--- src/rtl/ili9341_reader.sv ---
// ILI9341 8080-I read engine: one command byte, bus turnaround, then N read strobes.
// Define ILI9341_RD_DUMMY_DROP_EN to suppress the response for the first (dummy) strobe.
module ili9341_reader #(
    parameter int unsigned WR_LOW_TICKS  = 1,
    parameter int unsigned WR_HIGH_TICKS = 1,
    parameter int unsigned TURN_TICKS    = 2,
    parameter int unsigned RD_LOW_TICKS  = 6,
    parameter int unsigned RD_HIGH_TICKS = 2
) (
    input  logic       clk_16MHz,
    input  logic       resetn,
    input  logic       req_valid,
    output logic       req_ready,
    input  logic [7:0] req_cmd,
    input  logic [4:0] req_len,
    output logic       rsp_valid,
    output logic [7:0] rsp_data,
    output logic       rsp_last,
    output logic       busy,
    output logic       bus_req,
    input  logic       bus_gnt,
    output logic       ncs,
    output logic       cmd_data,
    output logic       nwr,
    output logic       nrd,
    output logic [7:0] dout,
    output logic       dout_oe,
    input  logic [7:0] din
);

    // Terminal tick-counter value for a phase; 0 behaves as 1, values clamp to the 4-bit range.
    function automatic logic [3:0] tick_limit(input int unsigned ticks);
        if (ticks <= 1) return 4'd0;
        if (ticks >= 15) return 4'd14;
        return 4'(ticks - 1);
    endfunction

    localparam logic [3:0] WrLowLim  = tick_limit(WR_LOW_TICKS);
    localparam logic [3:0] WrHighLim = tick_limit(WR_HIGH_TICKS);
    localparam logic [3:0] TurnLim   = tick_limit(TURN_TICKS);
    localparam logic [3:0] RdLowLim  = tick_limit(RD_LOW_TICKS);
    localparam logic [3:0] RdHighLim = tick_limit(RD_HIGH_TICKS);

    typedef enum logic [3:0] {
        StIdle,
        StArb,
        StCmdSetup,
        StCmdLow,
        StCmdHigh,
        StTurn,
        StRdLow,
        StRdHigh,
        StDone
    } state_e;

    state_e      state_q, state_d;
    logic [3:0]  tick_q;
    logic [4:0]  rd_cnt_q;
    logic [4:0]  len_q;
    logic [7:0]  cmd_q;
    logic [7:0]  data_q;
    logic        is_dummy;

`ifdef ILI9341_RD_DUMMY_DROP_EN
    assign is_dummy = (rd_cnt_q == 5'd1);
`else
    assign is_dummy = 1'b0;
`endif

    always_ff @(posedge clk_16MHz) begin
        if (!resetn) begin
            state_q <= StIdle;
        end else begin
            state_q <= state_d;
        end
    end

    always_comb begin
        state_d = state_q;
        case (state_q)
            StIdle:     if (req_valid) state_d = StArb;
            StArb:      if (bus_gnt) state_d = StCmdSetup;
            StCmdSetup: state_d = StCmdLow;
            StCmdLow:   if (tick_q == WrLowLim) state_d = StCmdHigh;
            StCmdHigh: begin
                if (tick_q == WrHighLim) state_d = (len_q == 5'd0) ? StDone : StTurn;
            end
            StTurn:     if (tick_q == TurnLim) state_d = StRdLow;
            StRdLow:    if (tick_q == RdLowLim) state_d = StRdHigh;
            StRdHigh: begin
                if (tick_q == RdHighLim) state_d = (rd_cnt_q == len_q) ? StDone : StRdLow;
            end
            StDone:     state_d = StIdle;
            default:    state_d = StIdle;
        endcase
    end

    // Tick counter restarts on every state change; rd_cnt_q counts strobes already sampled.
    always_ff @(posedge clk_16MHz) begin
        if (!resetn) begin
            tick_q   <= 4'd0;
            rd_cnt_q <= 5'd0;
            len_q    <= 5'd0;
            cmd_q    <= 8'd0;
            data_q   <= 8'd0;
        end else begin
            tick_q <= (state_d != state_q) ? 4'd0 : tick_q + 4'd1;
            if (state_q == StIdle && req_valid) begin
                cmd_q    <= req_cmd;
                len_q    <= req_len;
                rd_cnt_q <= 5'd0;
            end
            if (state_q == StRdLow && tick_q == RdLowLim) begin
                data_q   <= din;
                rd_cnt_q <= rd_cnt_q + 5'd1;
            end
        end
    end

    always_comb begin
        req_ready = 1'b0;
        busy      = 1'b1;
        bus_req   = 1'b1;
        ncs       = 1'b0;
        cmd_data  = 1'b1;
        nwr       = 1'b1;
        nrd       = 1'b1;
        dout      = 8'd0;
        dout_oe   = 1'b0;
        rsp_valid = 1'b0;
        rsp_last  = 1'b0;
        case (state_q)
            StIdle: begin
                req_ready = 1'b1;
                busy      = 1'b0;
                bus_req   = 1'b0;
                ncs       = 1'b1;
            end
            StArb: ncs = 1'b1;
            StCmdSetup, StCmdHigh: begin
                cmd_data = 1'b0;
                dout     = cmd_q;
                dout_oe  = 1'b1;
            end
            StCmdLow: begin
                cmd_data = 1'b0;
                dout     = cmd_q;
                dout_oe  = 1'b1;
                nwr      = 1'b0;
            end
            StTurn: ;
            StRdLow: nrd = 1'b0;
            StRdHigh: begin
                if (tick_q == 4'd0 && !is_dummy) begin
                    rsp_valid = 1'b1;
                    rsp_last  = (rd_cnt_q == len_q);
                end
            end
            StDone: begin
                ncs     = 1'b1;
                bus_req = 1'b0;
            end
            default: ;
        endcase
    end

    assign rsp_data = data_q;

endmodule

--- config.mk ---
export PLATFORM = sky130hd
export DESIGN_NAME = ili9341_reader
export DESIGN_NICKNAME = d
export VERILOG_FILES = /design/src/rtl/ili9341_reader.sv
export SDC_FILE = /design/constraint.sdc
export NUM_CORES = 1
export LEC_CHECK = 0
export BUFFER_PORTS_ARGS = -buffer_cell sky130_fd_sc_hd__buf_2
export CORE_MARGIN = 2
export CORE_UTILIZATION = 37
export CTS_CLUSTER_SIZE = 14
export DETAILED_ROUTE_END_ITERATION = 16
export PLACE_DENSITY = 0.68
export SLEW_MARGIN = 40
export SYNTH_ARGS = -nofsm -noshare
export SYNTH_HDL_FRONTEND = slang
export SYNTH_SLANG_ARGS = --single-unit
export TNS_END_PERCENT = 10
--- constraint.sdc ---
create_clock -name clk_16MHz -period 4.5 [get_ports clk_16MHz]
set_input_delay 0.225 -clock clk_16MHz [delete_from_list [all_inputs] [get_ports clk_16MHz]]
set_output_delay 0.225 -clock clk_16MHz [all_outputs]
set_load 0.05 [all_outputs]
# Yosys cells after proc, flatten, opt, wreduce, memory -nomap -nowiden
# Cells that the tools add are included.
word_totals:
  ram_bits: 0
  latch_bits: 0
  wordCells: 56
  romBits: 0
  inputBits: 25
  n_memories: 0
  reg_bits: 34
  output_inout_bits: 26
classes:
  addsub: 2
  bitwise: 1
  magnitude_cmp: 0
  shift: 0
  muxes: 25
  n_mul: 0
  div: 0
  eq_ne: 12
  reduce_logical: 10
ops:
  columns: ["cell", "n"]
  rows:
  - ["$mux W4", 9]
  - ["$pmux W4 S8", 1]
  - ["$eq A4 B3 Y1 const B", 5]
  - ["$mux W1", 12]
  - ["$mux W5", 2]
  - ["$eq A4 B1 Y1 const B", 2]
  - ["$eq A4 B2 Y1 const B", 2]
  - ["$logic_not A4 Y1", 2]
  - ["$mux W8", 1]
  - ["$reduce_or A3 Y1", 2]
  - ["$add A5 B1 Y5 const B", 1]
  - ["$eq A5 B5 Y1", 1]
  - ["$logic_not A5 Y1", 1]
  - ["$add A4 B1 Y4 const B", 1]
  - ["$eq A4 B4 Y1 const B", 1]
  - ["$ne A4 B4 Y1", 1]
  - ["$reduce_or A2 Y1", 2]
  - ["$logic_and A1 B1 Y1", 2]
  - ["$reduce_bool A2 Y1", 1]
  - ["$not A1 Y1", 1]

# Depth between registers and ports, before layout
# Gate-level depths: netlist (run 1).
depth:
  depth_word: 6
  ltp_mapped: 8

# Worst setup path before layout (run 1)
# OpenSTA, ideal clock, no wires.
synth_path:
  path_type: "reg-to-output"
  from: "reg tick_q[0]"
  to: "out rsp_last"
  t_arrival_ns: 3.789
  path_buffers: 0
  setup_slack_ns: 0.486
  required_ns: 4.275
  path_stages_with_launch: 6
  cell_sequence: "dfxtp_1 > inv_1 > ha_1 > or3b_2 > nor4_1 > nor3b_1"
synth_between:
  elab_chain_len: 3
synth_rtl:
  columns: ["item", "line", "rtl"]
  rows:
  - ["from (decl)", "57", "logic [3:0] tick_q;"]
  - ["from (signal assigned)", "107", "tick_q <= (state_d != state_q) ? 4'd0 : tick_q + 4'd1;"]
  - ["$logic_not A4 Y1", "154", "if (tick_q == 4'd0 && !is_dummy) begin"]
  - ["$mux W1", "154", null]
  - ["$mux W1", "132", "case (state_q)"]
  - ["to (decl)", "18", "output logic rsp_last,"]
# No other way between the ends.

# Worst setup path in the final report (run 1)
layout_path:
  from: "reg state_q[1]"
  to: "out dout[2]"
layout_between:
  elab_chain_len: 3
  elab_cells_between_ends: 5
layout_rtl:
  columns: ["item", "line", "rtl"]
  rows:
  - ["from (decl)", "56", "state_e state_q, state_d;"]
  - ["from (signal assigned)", "72", "state_q <= StIdle;"]
  - ["from (signal assigned)", "74", "state_q <= state_d;"]
  - ["$eq A4 B2 Y1 or $eq A4 B3 Y1 (tied branches)", "132", null]
  - ["$reduce_or A3 Y1 (no source line) *", null, null]
  - ["$mux W8 *", "132", null]
  - ["to (decl)", "26", "output logic [7:0] dout,"]
# Mark *: on every way between the ends. The rest lies on a longest branch, timed or not.

==> reports/qor.csv, run 1 <==
stage;metric;value;unit
outcome;outcome;finished, final reports clean;
timing;rsz0062_at_grt;no;
logic_synthesis;synth_cell_types;39;
power;swShare;33.38;%
detailed_routing;drtAntennaViolNets;0;
logic_synthesis;synth_nets;244;
placed_design;pre_cts_ws;2.305;ns
power;p_leak;0.8445;nW
timing;timing.slew.headroom;49.24;%
logic_synthesis;netlist_instances;215;
global_route;grt_max_degree;28;
placed_design;io_buffers;50;
detailed_routing;routed-via-count;1551;
final_layout;finish.net_count;290;
hold_path;hp-class;primary input to register;
power;combPwrFrac;25.3;%
timing;fin_crit_sh;53.52;%
global_route;grt_pass1_vias;1402;
logic_synthesis;synth_top_area_share;40.63;%
critical_path;worstSetupStartpointType;register;
floorplanning;dieArea;0.005082;sq mm
logic_synthesis;yosys.area_share.xor_xnor;3.659;%
power;seq_power_share;44.6;%
global_route;grt_use_total;15.69;%
critical_path;critical_path_arrival;2.18;ns
timing;fin_tns_setup;0;ns
logic_synthesis;synthTopCellsByArea;dfxtp_1 41%, nand2_1 11%, a21oi_1 8.7%, nand3_1 3.9%, and2_1 3.4%;
detailed_routing;firstDrtPassIters;4;
logic_synthesis;ys_seq_area_share;40.63;%
clock_network;cts_setup_buffers;0;
critical_path;critPathCaptureType;output pin;
logic_synthesis;synth.avg_cell_area;7.792;sq um
power;p_int;0.0005027;W
final_layout;drive_above_1_share;24.81;%
floorplanning;core_area;0.004354;sq mm
placed_design;place_area;0.001951;sq mm
detailed_routing;drt-initial-drc-count;82;
power;clock_power_share;30.0;%
timing;slew_viol_final;0;
detailed_routing;vias_per_cell;4.939;
floorplanning;start_util;38.48;%
logic_synthesis;synth_top_family_by_area;simple AND/OR/NAND/NOR gates;
global_route;grt_antenna_before_repair;0;
clock_network;clk_pin_slew;0.07;ns
detailed_routing;drc;0;
logic_synthesis;synth_top_cell_by_area;dfxtp_1;
timing;worstMarginPinSlew;0.7568;ns
clock_network;tritoncts;built;
logic_synthesis;synth-seq-cells;34;
logic_synthesis;synth_edf_count;0;
critical_path;crit_type;register to output pin;
clock_network;ctsResizeCount;0;
clock_network;clock_tree.root_cell;clkbuf_8;
clock_network;cts_max_level;2;
power;powerDensity;369.6;mW/mm^2
placed_design;dp_hpwl;2652;um
power;vdd_drop_max;0.2089;mV
detailed_routing;wire_per_inst;11.90;um
hold_path;whs_endpoint;cmd_q[1]$_SDFFE_PN0P_;
logic_synthesis;synth_adder_area_share;2.987;%
placed_design;gp_congestion;0.8867;
timing;period_needed;2.408;ns
power;p_switching;0.0002519;W
timing;final-hold-violation-count;0;
clock_network;cts_buffer_depth;2;
logic_synthesis;synth_compound_area_share;15.53;%
detailed_routing;routed_wl;3737;um
timing;setup_viol;0;
critical_path;critPathRequiredTime;4.28;ns
final_layout;synthToLayoutAreaGrowth;21.88;%
final_layout;antenna_cells;0;
critical_path;reg2reg_depth;4;
hold_path;whs_path_depth;3;
logic_synthesis;synth_ff_type;dfxtp_1;
timing;fmax;415.2;MHz
floorplanning;die_w;71.29;um
final_layout;finalInstanceArea;0.002042;sq mm
floorplanning;die_h;71.29;um
logic_synthesis;async_flop_share;0;%
timing;fin_skew;0.007207;ns
critical_path;r2r_setup_slack;2.30;ns
clock_network;clkLatencyLatePin;0.28;ns
logic_synthesis;yosys.area_share.simple;31.52;%
logic_synthesis;syn_area;0.001675;sq mm
global_route;grt_pass1_wl;6354;um
critical_path;worstPathMaxFanout;11;
final_layout;fillers;441;
clock_network;postCtsHoldBufs;0;
critical_path;worstReg2RegEnd;rd_cnt_q[4]$_SDFFE_PN0P_;
hold_path;hp-start;req_cmd[1];
logic_synthesis;synthMuxAreaShare;0.8962;%
global_route;grt_overflow;0;
logic_synthesis;ys_warn_count;0;
timing;fin_ws;2.092;ns
floorplanning;io_pins;51;
critical_path;worstReg2RegStart;state_q[1]$_SDFF_PN0_;
clock_network;cts_made_buffers;5;
run;maxCapViolCount;0;
clock_network;clock-sinks;34;
floorplanning;num_rows;24;
[state kept, by name (all words and copies together) (netlist names)]
register	flops
cmd_q	8
len_q	5
rd_cnt_q	5
rsp_data	8
state_q	4
tick_q	4
[how the worst max path moves through the flow]
stage                               start                        to  slack, ns  cells after the start
finish              state_q[1]$_SDFF_PN0_                   dout[2]       2.09                      5
global route        state_q[1]$_SDFF_PN0_                   dout[2]       1.83                      5
CTS                 state_q[1]$_SDFF_PN0_                   dout[2]       2.05                      5
detailed placement  state_q[1]$_SDFF_PN0_  rd_cnt_q[3]$_SDFFE_PN0P_       2.30                      4
global placement    state_q[1]$_SDFF_PN0_  rd_cnt_q[3]$_SDFFE_PN0P_       2.36                      4
floorplan            tick_q[0]$_SDFF_PP0_                  rsp_last       0.49                      5
[cell families (layout without fill, tap and decap cells)]
logic type,after synthesis,after routing
AO/OA/AOI/OAI,43,43
multiplexers,1,1
XOR/XNOR,7,7
flip-flops,34,34
AND/OR/NAND/NOR,107,107
adder cells (fa/ha/maj),4,4
buffers and inverters,19,66
[through the flow]
step                      hold slack [ns]  utilization (%)  power (W)  std cells
after global routing               0.1678            46.90  0.0007989        314
after global placement             0.4423            44.80  0.0005370        306
final                              0.1709            46.90  0.0007546        314
after CTS                          0.1637            46.90  0.0007647        314
after floorplan                    0.3610                -  0.0004898        215
after detailed placement           0.4445            44.80  0.0005361        306
[cells in the mapped netlist, types with 2 or more instances]
| cell type | count |
|---|---|
| nand2_1 | 50 |
| inv_1 | 5 |
| or3_1 | 3 |
| or3b_2 | 2 |
| nor2_1 | 6 |
| xnor2_1 | 6 |
| dfxtp_1 | 34 |
| a21oi_1 | 29 |
| and2_1 | 9 |
| nand3_1 | 13 |
| nor3b_1 | 4 |
| a31oi_1 | 3 |
| nor3_1 | 7 |
| nand2b_1 | 2 |
| clkbuf_1 | 5 |
| a2bb2oi_1 | 2 |
| clkinv_1 | 2 |
| ha_1 | 4 |
| nor4_1 | 2 |
| nor2b_1 | 2 |
| buf_2 | 6 |
| nand3b_1 | 2 |
[power by group through the flow]
stage | registers [W] | clock network (W) | logic, W
6_report | 0.000337 | 0.000227 | 0.000191
5_1_grt | 0.000340 | 0.000249 | 0.000210
4_1_cts | 0.000337 | 0.000235 | 0.000193
3_5_place_dp | 0.000344 | 0 | 0.000192
3_3_place_gp | 0.000343 | 0 | 0.000194
2_1_floorplan | 0.000334 | 0 | 0.000156
[final cells by class]
cell class | count | area [sq um] | area share, %
multi-input combinational | 162 | 920.9 | 45.10
sequential | 34 | 680.7 | 33.33
timing repair buffer | 51 | 257.7 | 12.62
clock buffer | 7 | 86.33 | 4.228
tap | 52 | 65.06 | 3.186
inverter | 7 | 26.28 | 1.287
clock inverter | 1 | 5.005 | 0.2451
[placed cells by master, fill, tap and decap left out, drive strengths merged, types with 2 or more instances in the layout]
master,Yosys,final
a211oi,2,2
a21oi,29,29
a2bb2oi,2,2
a31oi,3,3
and2,9,9
buf,6,51
clkbuf,6,7
clkinv,2,3
dfxtp,34,34
ha,4,4
inv,5,5
nand2,50,50
nand2b,2,2
nand3,13,13
nand3b,2,2
nor2,6,6
nor2b,2,2
nor3,7,7
nor3b,4,4
nor4,3,3
or3,3,3
or3b,2,2
xnor2,6,6
[layer usage]
metal | track usage (%) | routed length [um]
met1 | 19.98 | 1727
met2 | 25.21 | 1746
met3 | 4.782 | 210
met4 | 5.660 | 53
met5 | 0 | 0
[critical path, stage by stage (launching register included)]
cell,delay (ns)
dfxtp_1,0.51
nor2b_1,0.42
a21oi_1,0.08
nor2_1,0.43
and2_1,0.20
buf_2,0.26
(Power assumes the default switching activity.)
==> run 2: changes to the inputs <==
- PLACE_DENSITY: 0.68 -> 0.7
- clock period: 4.5 -> 2.2 ns (I/O delays scaled with it)
==> reports/qor.csv, run 2 (synthesis gave the netlist of run 1 again) <==
stage;metric;value;unit
critical_path;critPathCaptureType;output pin;
timing;rsz0062_at_grt;no;
timing;period_needed;2.096;ns
clock_network;clk_pin_slew;0.07;ns
floorplanning;io_pins;51;
power;p_leak;0.9153;nW
critical_path;critical_path_arrival;1.99;ns
run;maxCapViolCount;0;
detailed_routing;routed_wl;3936;um
global_route;grt_max_degree;28;
final_layout;synthToLayoutAreaGrowth;30.40;%
timing;setup_viol;0;
outcome;outcome;finished, final reports clean;
global_route;grt_pass1_vias;1520;
detailed_routing;routed-via-count;1640;
timing;slew_viol_final;0;
clock_network;tritoncts;built;
power;vdd_drop_max;0.5492;mV
detailed_routing;drtAntennaViolNets;0;
placed_design;gp_congestion;0.8587;
clock_network;cts_buffer_depth;2;
final_layout;mostFrequentLayoutCell;nand2_1;
global_route;grt_antenna_before_repair;0;
timing;timing.slew.headroom;73.72;%
global_route;grt_pass1_wl;6720;um
final_layout;final_cell_mix;50 x nand2_1, 49 x buf_2, 34 x dfxtp_1, 29 x a21oi_1, 13 x nand3_1;
power;total_power;0.001659;W
critical_path;worstSetupStartpointType;register;
floorplanning;dieArea;0.005082;sq mm
clock_network;clkLatencyLatePin;0.28;ns
critical_path;critPathRequiredTime;2.09;ns
placed_design;io_buffers;50;
final_layout;antenna_cells;0;
floorplanning;die_h;71.29;um
timing;fmax;477.0;MHz
global_route;grt_use_total;16.15;%
floorplanning;start_util;38.48;%
clock_network;cts_max_level;2;
critical_path;worstPathMaxFanout;11;
timing;fin_crit_sh;95.30;%
detailed_routing;drc;0;
floorplanning;num_rows;24;
floorplanning;core_area;0.004354;sq mm
final_layout;drive_above_1_share;28.94;%
global_route;grt_overflow;0;
hold_path;hp-class;primary input to register;
detailed_routing;drt-initial-drc-count;101;
critical_path;crit_type;register to output pin;
timing;hold_ws;0.06096;ns
clock_network;clock-sinks;34;
final_layout;finish.net_count;301;
placed_design;dp_hpwl;2962;um
detailed_routing;wire_per_inst;12.11;um
detailed_routing;vias_per_cell;5.046;
detailed_routing;firstDrtPassIters;4;
power;powerDensity;759.6;mW/mm^2
timing;worstMarginPinSlew;0.3933;ns
timing;fin_skew;0.002874;ns
floorplanning;die_w;71.29;um
placed_design;dp_cells;317;
clock_network;clock_tree.root_cell;clkbuf_8;
timing;final-hold-violation-count;0;
final_layout;stdcell_count;325;
final_layout;utilization;50.17;%
clock_network;cts_setup_buffers;0;
clock_network;cts_made_buffers;5;
-- run 2: cell types whose count changed in the layout (fill, tap and decap cells not counted), sizes merged --
cell / delta
buf: +11
clkbuf: +1
clkinv: -1
-- run 2: worst paths after layout --
check	start	end	slack, ns	cells past startpoint
worst max register to register	state_q[2]$_SDFF_PN0_	rd_cnt_q[2]$_SDFFE_PN0P_	0.29	4
worst min register to register	cmd_q[4]$_SDFFE_PN0P_	cmd_q[4]$_SDFFE_PN0P_	0.45	2
worst max-delay path	state_q[2]$_SDFF_PN0_	dout[4]	0.10	6
worst min-delay path	din[1]	rsp_data[1]$_SDFFE_PN0P_	0.06	3
-- run 2: layout make-up --
| type | instances | area [sq um] |
|---|---|---|
| fillers | 431 | 2170 |
| flip-flops and latches | 34 | 680.7 |
| repair buffers | 62 | 346.6 |
| inverters | 7 | 26.28 |
| multi-input cells | 162 | 955.9 |
| clock buffers | 8 | 110.1 |
| well taps | 52 | 65.06 |
-- run 2: through the flow --
| step | setup TNS, ns | instance area [sq um] | setup WS [ns] |
|---|---|---|---|
| after detailed placement | 0 | 2068 | 0.3227 |
| after CTS | 0 | 2178 | 0.04446 |
| after global routing | 0 | 2185 | 0.01101 |
| final | 0 | 2185 | 0.1035 |
| after global placement | 0 | 2068 | 0.3817 |
| after floorplan | -1.468 | 1710 | -0.1548 |
-- run 2: routing by layer --
layer / track usage [%] / up-vias / part of all wire, %
li1: - / 852 / -
met1: 21.87 / 733 / 45
met5: 0 / - / 0
met2: 25.72 / 51 / 48
met4: 3.774 / 0 / 0.81
met3: 4.501 / 4 / 6.0
-- run 2: power by group --
group	internal [W]	total (W)	switching, W	leakage [nW]
combinational	0.000154	0.000450	0.000296	0.581
clock	0.000316	0.000531	0.000215	0.0575
sequential	0.000651	0.000678	0.0000272	0.276
-- run 2: critical path, cell delays in order, from the launching register on --
cell     delay, ns
dfxtp_1       0.55
nor2b_1       0.37
a21oi_1       0.14
nor2_1        0.11
buf_4         0.16
and2_1        0.13
buf_2         0.26
-- run 2: timing repair --
action	CTS	global route
resized for setup	0	3
setup endpoints to repair	0	1
hold buffers	0	0
hold endpoints to repair	0	0
==> run 3: changes to the inputs <==
- CORE_ASPECT_RATIO: not set -> 0.9
- PLACE_DENSITY: 0.7 -> 0.74
==> reports/qor.csv, run 3 (synthesis gave the netlist of run 1 again) <==
stage;metric;value;unit
timing;rsz0062_at_grt;no;
run;maxCapViolCount;0;
clock_network;clock_tree.root_cell;clkbuf_8;
floorplanning;die_w;74.93;um
timing;setup_viol;0;
floorplanning;start_util;38.05;%
detailed_routing;firstDrtPassIters;4;
final_layout;synthToLayoutAreaGrowth;32.04;%
critical_path;worstPathMaxFanout;5;
global_route;grt_pass1_vias;1450;
final_layout;mostFrequentLayoutCell;nand2_1;
timing;worstMarginPinSlew;0.4053;ns
floorplanning;dieArea;0.005083;sq mm
timing;timing.slew.headroom;72.92;%
critical_path;crit_type;register to output pin;
timing;fin_tns_setup;0;ns
clock_network;clk_pin_slew;0.08;ns
placed_design;dp_hpwl;2957;um
global_route;grt_max_degree;28;
timing;fin_crit_sh;90.79;%
placed_design;dp_cells;325;
clock_network;postCtsHoldBufs;0;
critical_path;critical_path_arrival;1.89;ns
global_route;grt_antenna_before_repair;0;
clock_network;clock-sinks;34;
timing;slew_viol_final;0;
final_layout;finish.net_count;299;
detailed_routing;wire_per_inst;12.18;um
detailed_routing;drc;0;
critical_path;reg2reg_depth;5;
floorplanning;io_pins;51;
placed_design;gp_congestion;0.8327;
power;p_leak;0.9159;nW
timing;fmax;500.6;MHz
final_layout;utilization;50.24;%
critical_path;worstSetupStartpointType;register;
detailed_routing;drt-initial-drc-count;100;
critical_path;crit_start;tick_q[0]$_SDFF_PP0_;
power;vdd_drop_max;0.4258;mV
clock_network;cts_buffer_depth;2;
clock_network;tritoncts;built;
floorplanning;die_h;67.84;um
critical_path;critPathRequiredTime;2.09;ns
clock_network;cts_made_buffers;5;
final_layout;antenna_cells;0;
timing;final-hold-violation-count;0;
placed_design;io_buffers;50;
global_route;grt_overflow;0;
outcome;outcome;finished, final reports clean;
final_layout;drive_above_1_share;29.15;%
power;powerDensity;829.2;mW/mm^2
timing;period_needed;1.997;ns
global_route;grt_pass1_wl;6672;um
final_layout;final_cell_mix;50 x nand2_1, 49 x buf_2, 33 x dfxtp_1, 29 x a21oi_1, 13 x nand3_1;
detailed_routing;routed_wl;4056;um
critical_path;critPathCapture;rsp_last;
clock_network;cts_max_level;2;
clock_network;clkLatencyLatePin;0.30;ns
floorplanning;num_rows;23;
timing;fin_skew;0.01136;ns
detailed_routing;routed-via-count;1662;
global_route;grt_use_total;17.13;%
hold_path;hp-class;primary input to register;
final_layout;stdcell_count;333;
critical_path;critPathCaptureType;output pin;
detailed_routing;vias_per_cell;4.991;
critical_path;r2r_setup_slack;0.27;ns
detailed_routing;drtAntennaViolNets;0;
floorplanning;core_area;0.004403;sq mm
critical_path;worstReg2RegEnd;rd_cnt_q[2]$_SDFFE_PN0P_;
critical_path;worstReg2RegStart;tick_q[0]$_SDFF_PP0_;
[run 3: how the worst min path moves through the flow]
stage	slack (ns)	startpoint	to	cells past startpoint
after CTS	0.03	req_cmd[2]	cmd_q[2]$_SDFFE_PN0P_	3
final	0.04	req_len[2]	len_q[2]$_SDFFE_PN0P_	3
after global routing	0.04	req_len[2]	len_q[2]$_SDFFE_PN0P_	3
after floorplan	0.25	req_cmd[0]	cmd_q[0]$_SDFFE_PN0P_	2
after global placement	0.35	din[6]	rsp_data[6]$_SDFFE_PN0P_	3
after detailed placement	0.36	req_cmd[2]	cmd_q[2]$_SDFFE_PN0P_	3
[run 3: critical path, stage by stage (launching register included)]
cell and delay [ns]:
dfxtp_1 0.36, inv_1 0.07, ha_1 0.15, or3b_4 0.43
nor4_4 0.16, nor3b_4 0.21, buf_4 0.22
[run 3: metal layers]
layer  part of all wire, %  up-vias  track usage [%]
met2                    44       38            24.23
met1                    48      765            23.78
met3                   5.8        8            4.566
met5                     0        -                0
li1                      -      851                -
met4                   2.2        0            8.705
[run 3: layout make-up]
type                       instances  area (sq um)
multi-input combinational        162         960.9
clock inverter                     3         68.82
tap                               62         77.57
sequential                        34         681.9
inverter                           7         26.28
clock buffer                       5         68.82
fill                             445          2191
timing repair buffer              60         327.8
[run 3: repair_timing]
action,4_1_cts,5_1_grt
setup buffers,0,0
resized for setup,1,3
gates cloned,0,0
setup endpoints to repair,1,11
[run 3: through the flow]
step / instance area, sq um / power, W / setup WS, ns / hold slack (ns)
finish: 2212 / 0.001834 / 0.2025 / 0.03870
global route: 2212 / 0.001921 / 0.03297 / 0.04225
CTS: 2206 / 0.001841 / 0.03858 / 0.03246
detailed placement: 2066 / 0.001132 / 0.3091 / 0.3560
global placement: 2066 / 0.001131 / 0.3524 / 0.3517
floorplan: 1710 / 0.001015 / -0.1548 / 0.2460
[run 3: where the power goes]
group / switching [W] / leakage (nW) / internal, W / total [W]
Clock: 0.000255 / 0.0683 / 0.000454 / 0.000709
Combinational: 0.000290 / 0.571 / 0.000149 / 0.000439
Sequential: 0.0000351 / 0.277 / 0.000650 / 0.000685
